==> config.mk <==
export PLATFORM = sky130hd
export DESIGN_NAME = cpu_fetch_queue
export DESIGN_NICKNAME = d
export VERILOG_FILES = /design/src/rtl/cpu_fetch_queue_pkg.sv /design/src/rtl/cpu_fetch_fifo.sv /design/src/rtl/cpu_fetch_queue.sv
export SDC_FILE = /design/constraint.sdc
export NUM_CORES = 1
export LEC_CHECK = 0
export CORE_MARGIN = 5
export CORE_UTILIZATION = 40
export DETAILED_ROUTE_END_ITERATION = 10
export PLACE_DENSITY_LB_ADDON = 0.08
export SLEW_MARGIN = 20
export SYNTH_ARGS = -nofsm -noshare
export SYNTH_HDL_FRONTEND = slang
export SYNTH_HIERARCHICAL = 1
export SYNTH_SLANG_ARGS = --single-unit
export TNS_END_PERCENT = 100
==> constraint.sdc <==
create_clock -name i_clock -period 4.05 [get_ports i_clock]
set_input_delay 0.405 -clock i_clock [delete_from_list [all_inputs] [get_ports i_clock]]
set_output_delay 0.405 -clock i_clock [all_outputs]
set_load 0.02 [all_outputs]
==> src/rtl/cpu_fetch_queue_pkg.sv <==
`default_nettype none
// ============================================================================
//  Module  : cpu_fetch_queue_pkg
//  Brief   : Shared widths, queue-entry type and PC helper for the fetch queue
//  Revision: 1.0 - initial release
// ============================================================================
package cpu_fetch_queue_pkg;

    localparam int unsigned c_PC_WIDTH          = 32;
    localparam int unsigned c_BUS_WIDTH_DEFAULT = 32;
    localparam logic [c_PC_WIDTH-1:0] c_PC_STEP = 32'd4;

    // One prefetched instruction together with the address it came from
    typedef struct packed {
        logic [c_PC_WIDTH-1:0]          pc;
        logic [c_BUS_WIDTH_DEFAULT-1:0] word;
    } fetch_entry_t;

    // Sequential (not-taken) successor of a fetch address
    function automatic logic [c_PC_WIDTH-1:0] next_pc(input logic [c_PC_WIDTH-1:0] pc);
        return pc + c_PC_STEP;
    endfunction

endpackage
`default_nettype wire

==> src/rtl/cpu_fetch_fifo.sv <==
`default_nettype none
// ============================================================================
//  Module  : cpu_fetch_fifo
//  Brief   : Prefetch queue storage and pointers; exposes head and next entry
//  Revision: 1.0 - initial release
// ============================================================================
module cpu_fetch_fifo
    import cpu_fetch_queue_pkg::*;
#(
    parameter int unsigned DEPTH   = 4,
    parameter type         ENTRY_T = fetch_entry_t
) (
    input  logic                   clk_i,
    input  logic                   rst_ni,
    input  logic                   clear_i,
    input  logic                   push_i,
    input  ENTRY_T                 push_data_i,
    input  logic                   pop_i,
    output ENTRY_T                 head_o,
    output ENTRY_T                 next_o,
    output logic [$clog2(DEPTH):0] count_o
);
    localparam int unsigned PTR_W = $clog2(DEPTH);

    // The caller never pushes when full nor pops when empty
    ENTRY_T           mem_q [DEPTH];
    logic [PTR_W-1:0] rd_ptr_q;
    logic [PTR_W-1:0] wr_ptr_q;
    logic [PTR_W-1:0] w_rd_next;
    logic [PTR_W:0]   count_q;

    assign w_rd_next = rd_ptr_q + 1'b1;

    // Pointer and occupancy update; clear empties the queue in one cycle
    always_ff @(posedge clk_i or negedge rst_ni) begin
        if (!rst_ni) begin
            rd_ptr_q <= '0;
            wr_ptr_q <= '0;
            count_q  <= '0;
        end else if (clear_i) begin
            rd_ptr_q <= '0;
            wr_ptr_q <= '0;
            count_q  <= '0;
        end else begin
            if (push_i) wr_ptr_q <= wr_ptr_q + 1'b1;
            if (pop_i)  rd_ptr_q <= w_rd_next;
            if (push_i && !pop_i)      count_q <= count_q + 1'b1;
            else if (!push_i && pop_i) count_q <= count_q - 1'b1;
        end
    end

    // Entry storage needs no reset: occupancy alone says what is live
    always_ff @(posedge clk_i) begin
        if (push_i && !clear_i) mem_q[wr_ptr_q] <= push_data_i;
    end

    assign head_o  = mem_q[rd_ptr_q];
    assign next_o  = mem_q[w_rd_next];
    assign count_o = count_q;

endmodule
`default_nettype wire

==> src/rtl/cpu_fetch_queue.sv <==
`default_nettype none
// ============================================================================
//  Module  : cpu_fetch_queue
//  Brief   : Sequential instruction prefetcher with jump flush and IRQ dispatch
//  Revision: 1.0 - initial release
// ============================================================================
module cpu_fetch_queue
    import cpu_fetch_queue_pkg::*;
#(
    parameter logic [31:0] RESET_VECTOR = 32'h0,
    parameter int unsigned DEPTH        = 4,
    parameter int unsigned BUS_WIDTH    = c_BUS_WIDTH_DEFAULT
) (
    input  logic                   i_clock,
    input  logic                   i_reset_n,
    input  logic                   i_jump,
    input  logic [31:0]            i_jump_pc,
    input  logic                   i_irq_pending,
    input  logic [31:0]            i_irq_pc,
    output logic                   o_irq_dispatched,
    output logic [31:0]            o_irq_epc,
    output logic                   o_bus_request,
    input  logic                   i_bus_ready,
    output logic [31:0]            o_bus_address,
    input  logic [BUS_WIDTH-1:0]   i_bus_rdata,
    output logic                   o_valid,
    input  logic                   i_ready,
    output logic [BUS_WIDTH-1:0]   o_instruction,
    output logic [31:0]            o_pc,
    output logic [$clog2(DEPTH):0] o_count,
    output logic [31:0]            o_flush_count
);
    localparam int unsigned CNT_W = $clog2(DEPTH) + 1;

    // Same layout as fetch_entry_t, sized to this instance's bus width
    typedef struct packed {
        logic [c_PC_WIDTH-1:0] pc;
        logic [BUS_WIDTH-1:0]  word;
    } entry_t;

    logic [31:0]      pc_q, pc_d;
    logic [31:0]      addr_q, addr_d;
    logic             req_q, req_d;
    logic             discard_q, discard_d;
    logic             irq_prev_q;
    logic             irq_disp_q;
    logic [31:0]      irq_epc_q, irq_epc_d;
    logic [31:0]      flush_cnt_q;

    entry_t           w_head, w_next, w_push_entry;
    logic [CNT_W-1:0] w_count, w_count_d;
    logic             w_irq_edge, w_flush, w_complete, w_valid;
    logic             w_pop_req, w_pop, w_push;
    logic [31:0]      w_epc;
    logic             w_unused_next;

    assign w_irq_edge    = i_irq_pending && !irq_prev_q;
    assign w_flush       = i_jump || w_irq_edge;
    assign w_complete    = req_q && i_bus_ready;
    assign w_valid       = (w_count != '0);
    assign w_pop_req     = w_valid && i_ready;
    assign w_pop         = w_pop_req && !w_flush;
    assign w_push        = w_complete && !discard_q && !w_flush;
    assign w_push_entry  = '{pc: addr_q, word: i_bus_rdata};
    assign w_unused_next = ^w_next.word;

    cpu_fetch_fifo #(
        .DEPTH   (DEPTH),
        .ENTRY_T (entry_t)
    ) u_fifo (
        .clk_i       (i_clock),
        .rst_ni      (i_reset_n),
        .clear_i     (w_flush),
        .push_i      (w_push),
        .push_data_i (w_push_entry),
        .pop_i       (w_pop),
        .head_o      (w_head),
        .next_o      (w_next),
        .count_o     (w_count)
    );

    // Next fetch PC, request/discard tracking and interrupt return address
    always_comb begin
        pc_d      = pc_q;
        addr_d    = addr_q;
        req_d     = req_q;
        discard_d = discard_q;
        irq_epc_d = irq_epc_q;
        w_count_d = w_count;

        if (w_flush)                   w_count_d = '0;
        else if (w_push && !w_pop)     w_count_d = w_count + 1'b1;
        else if (!w_push && w_pop)     w_count_d = w_count - 1'b1;

        if (w_flush) begin
            pc_d      = w_irq_edge ? i_irq_pc : i_jump_pc;
            // An in-flight word from the old stream must be dropped on arrival
            discard_d = req_q && !i_bus_ready;
        end else if (w_complete) begin
            if (!discard_q) pc_d = next_pc(pc_q);
            discard_d = 1'b0;
        end

        // Hold a pending request; otherwise issue one whenever a slot is free
        if (req_q && !i_bus_ready) begin
            req_d = 1'b1;
        end else begin
            req_d  = (w_count_d < CNT_W'(DEPTH));
            addr_d = pc_d;
        end

        // Resume point: the oldest instruction not yet consumed
        if (i_jump)                 w_epc = i_jump_pc;
        else if (!w_valid)          w_epc = pc_q;
        else if (w_pop_req)         w_epc = (w_count > CNT_W'(1)) ? w_next.pc : pc_q;
        else                        w_epc = w_head.pc;

        if (w_irq_edge) irq_epc_d = w_epc;
    end

    // Control state registers with asynchronous reset
    always_ff @(posedge i_clock or negedge i_reset_n) begin
        if (!i_reset_n) begin
            pc_q        <= RESET_VECTOR;
            addr_q      <= RESET_VECTOR;
            req_q       <= 1'b0;
            discard_q   <= 1'b0;
            irq_prev_q  <= 1'b0;
            irq_disp_q  <= 1'b0;
            irq_epc_q   <= '0;
            flush_cnt_q <= '0;
        end else begin
            pc_q        <= pc_d;
            addr_q      <= addr_d;
            req_q       <= req_d;
            discard_q   <= discard_d;
            irq_prev_q  <= i_irq_pending;
            irq_disp_q  <= w_irq_edge;
            irq_epc_q   <= irq_epc_d;
            if (w_flush) flush_cnt_q <= flush_cnt_q + 32'd1;
        end
    end

    assign o_bus_request    = req_q;
    assign o_bus_address    = addr_q;
    assign o_valid          = w_valid;
    assign o_instruction    = w_head.word;
    assign o_pc             = w_head.pc;
    assign o_count          = w_count;
    assign o_flush_count    = flush_cnt_q;
    assign o_irq_dispatched = irq_disp_q;
    assign o_irq_epc        = irq_epc_q;

endmodule
`default_nettype wire

==> results.toml <==
[worst_setup_path]
worst_ep_arrival_time_ns = 2.87
end_kind = "output pin"
critPathLaunchType = "register"
critical_path.max_fanout = 47
r2r_slack_ns = 1.47
path_class = "register to output pin"
required_ns = 3.64

[cells_and_area]
fin_area_um2 = 22300
multi_input_area_um2 = 5850
num-fill-cells = 3708
drive_gt1_share_pct = 16.3
utilization_pct = 51.7
nNetsFinal = 1521
area_delta_synth_final_pct = 27.7
register_area_um2 = 11200

[clocking]
clk_pin_slew_worst_paths_ns = 0.06
cts.sinks = 395
root_buffer = "clkbuf_16"
clockBufferDepth = 3
clock_latency_ns = 0.59
cts_buffers = 45
cts-resized-gates = 0
cts_tree = "done"
cts_setup_buffers = 0
htreeDepth = 2

[grt]
gr-total-overflow = 0
grt_pass1_wl_um = 73900
grt_max_degree = 83
antenna_found_initial = 7
track_usage_pct = 20.4
grt_pass1_vias = 11601

[routing]
drcViolationCount = 0
post_drt_wl_per_cell_um = 24.2
viasPerCell = 5.52
totalWireLength_um = 49200
first_iter_violations = 767
drt_first_pass_iters = 5
drtAntennaViolNets = 0
vias = 11231

[floorplanning]
die_width_um = 219
num_io_pins = 268
die_area_um2 = 47800
start_util_pct = 40.5
die_h_um = 219
core_area_um2 = 43100
rows = 76

[sta]
final_max_slew_viol_count = 0
finalHoldViolCount = 0
tightest_slew_ns = 1.02
worst_clock_skew_ns = 0.0222
fin_setup_tns_ns = 0
maxSlewHeadroom_pct = 31.9
fin_crit_sh_pct = 80.8
max_freq_mhz = 306
layout_min_cycle_time_ns = 3.27
rsz0062_at_grt = "no"
setup_violations = 0
fin_ws_ns = 0.779

[logic_synthesis]
ys_warn_count = 6
synth.avg_cell_area_um2 = 15.2
synthCells = 1147
syn_nets = 1256
synth_area_um2 = 17400

[placed_design]
post-place-ws_ns = 0.969
io_buffers = 267
placed_cell_area_um2 = 20700
gp_congestion = 0.769
place_hpwl_um = 32300

[power]
vdd_drop_max_mv = 0.351
leakage_nw = 7.78
power-per-cell-area_nw_per_um2 = 457

[outcome]
outcome = "finished, final reports clean"

[worst_hold_path]
hold_path_class = "input pin to register"

[flow_run]
maxCapViolCount = 0
## what timing repair did
action | 4_1_cts | 5_1_grt
setup endpoints to repair | 0 | 0
endpoints found under the hold margin | 80 | 0
hold buffers | 1 | 0
## routing by layer
layer	up-vias	part of all wire [%]	global-route usage, %
met5	-	0.087	0
met1	5745	41	27.2
met2	357	49	33.5
met4	8	1.9	4.88
met3	77	7.6	5.82
li1	5044	-	-
## critical path, cell delays in order, from the launching register on
cell	delay (ns)
dfrtp_4	0.98
buf_12	0.32
mux4_2	0.35
clkdlybuf4s50_1	0.62
## cell usage in the layout, fill, tap and decap left out, types with 21 or more instances in the layout
cell,instances
a221o_1,23
edfxtp_1,256
xor2_1,30
o21ai_0,65
nand3_1,21
a21oi_1,48
clkdlybuf4s50_1,265
clkbuf_16,45
nand2_1,84
and3_1,24
mux4_2,96
dfrtp_1,137
nor2_1,58
xnor2_1,30
## through the flow
step	hold WS, ns	total power, W	std cells
floorplan	0.109	0.00541	1147
global placement	0.460	0.00613	1949
detailed placement	0.466	0.00614	1949
CTS	0.302	0.0103	2032
global route	0.318	0.0106	2032
finish	0.334	0.0102	2035
## final timing paths
path,startpoint,endpoint,depth (start not counted)
hold reg to reg,o_flush_count[31],o_flush_count[31],1
setup / recovery,u_fifo/rd_ptr_q[0],o_pc[3],3
max in group asynchronous,i_reset_n,o_flush_count[29],3
hold / removal,i_irq_pending,irq_prev_q,1
setup reg to reg,o_bus_request,u_fifo/mem_q[2][30],6
min in group asynchronous,i_reset_n,o_irq_epc[26],2
## registers in the layout (all words and copies together), names as in the netlist
register,flops
u_fifo/mem_q,256
o_bus_address,32
o_flush_count,32
o_irq_epc,32
pc_q,32
u_fifo/count_o,3
u_fifo/rd_ptr_q,2
u_fifo/wr_ptr_q,2
discard_q,1
irq_prev_q,1
o_bus_request,1
o_irq_dispatched,1
## final cells by class
| type | instances | share of cell area, % |
|---|---|---|
| diodes | 3 | 0.0337 |
| clock buffers | 53 | 5.28 |
| clock inverters | 29 | 1.42 |
| inverters | 12 | 0.202 |
| multi-input cells | 664 | 26.3 |
| flip-flops and latches | 395 | 50.2 |
| well taps | 585 | 3.29 |
| repair buffers | 294 | 13.3 |
## power by group
group / internal (W) / switching, W
Clock: 0.00247 / 0.00166
Combinational: 0.000586 / 0.000677
Sequential: 0.00454 / 0.000250
Note: power is estimated with default switching activity, not from simulation.
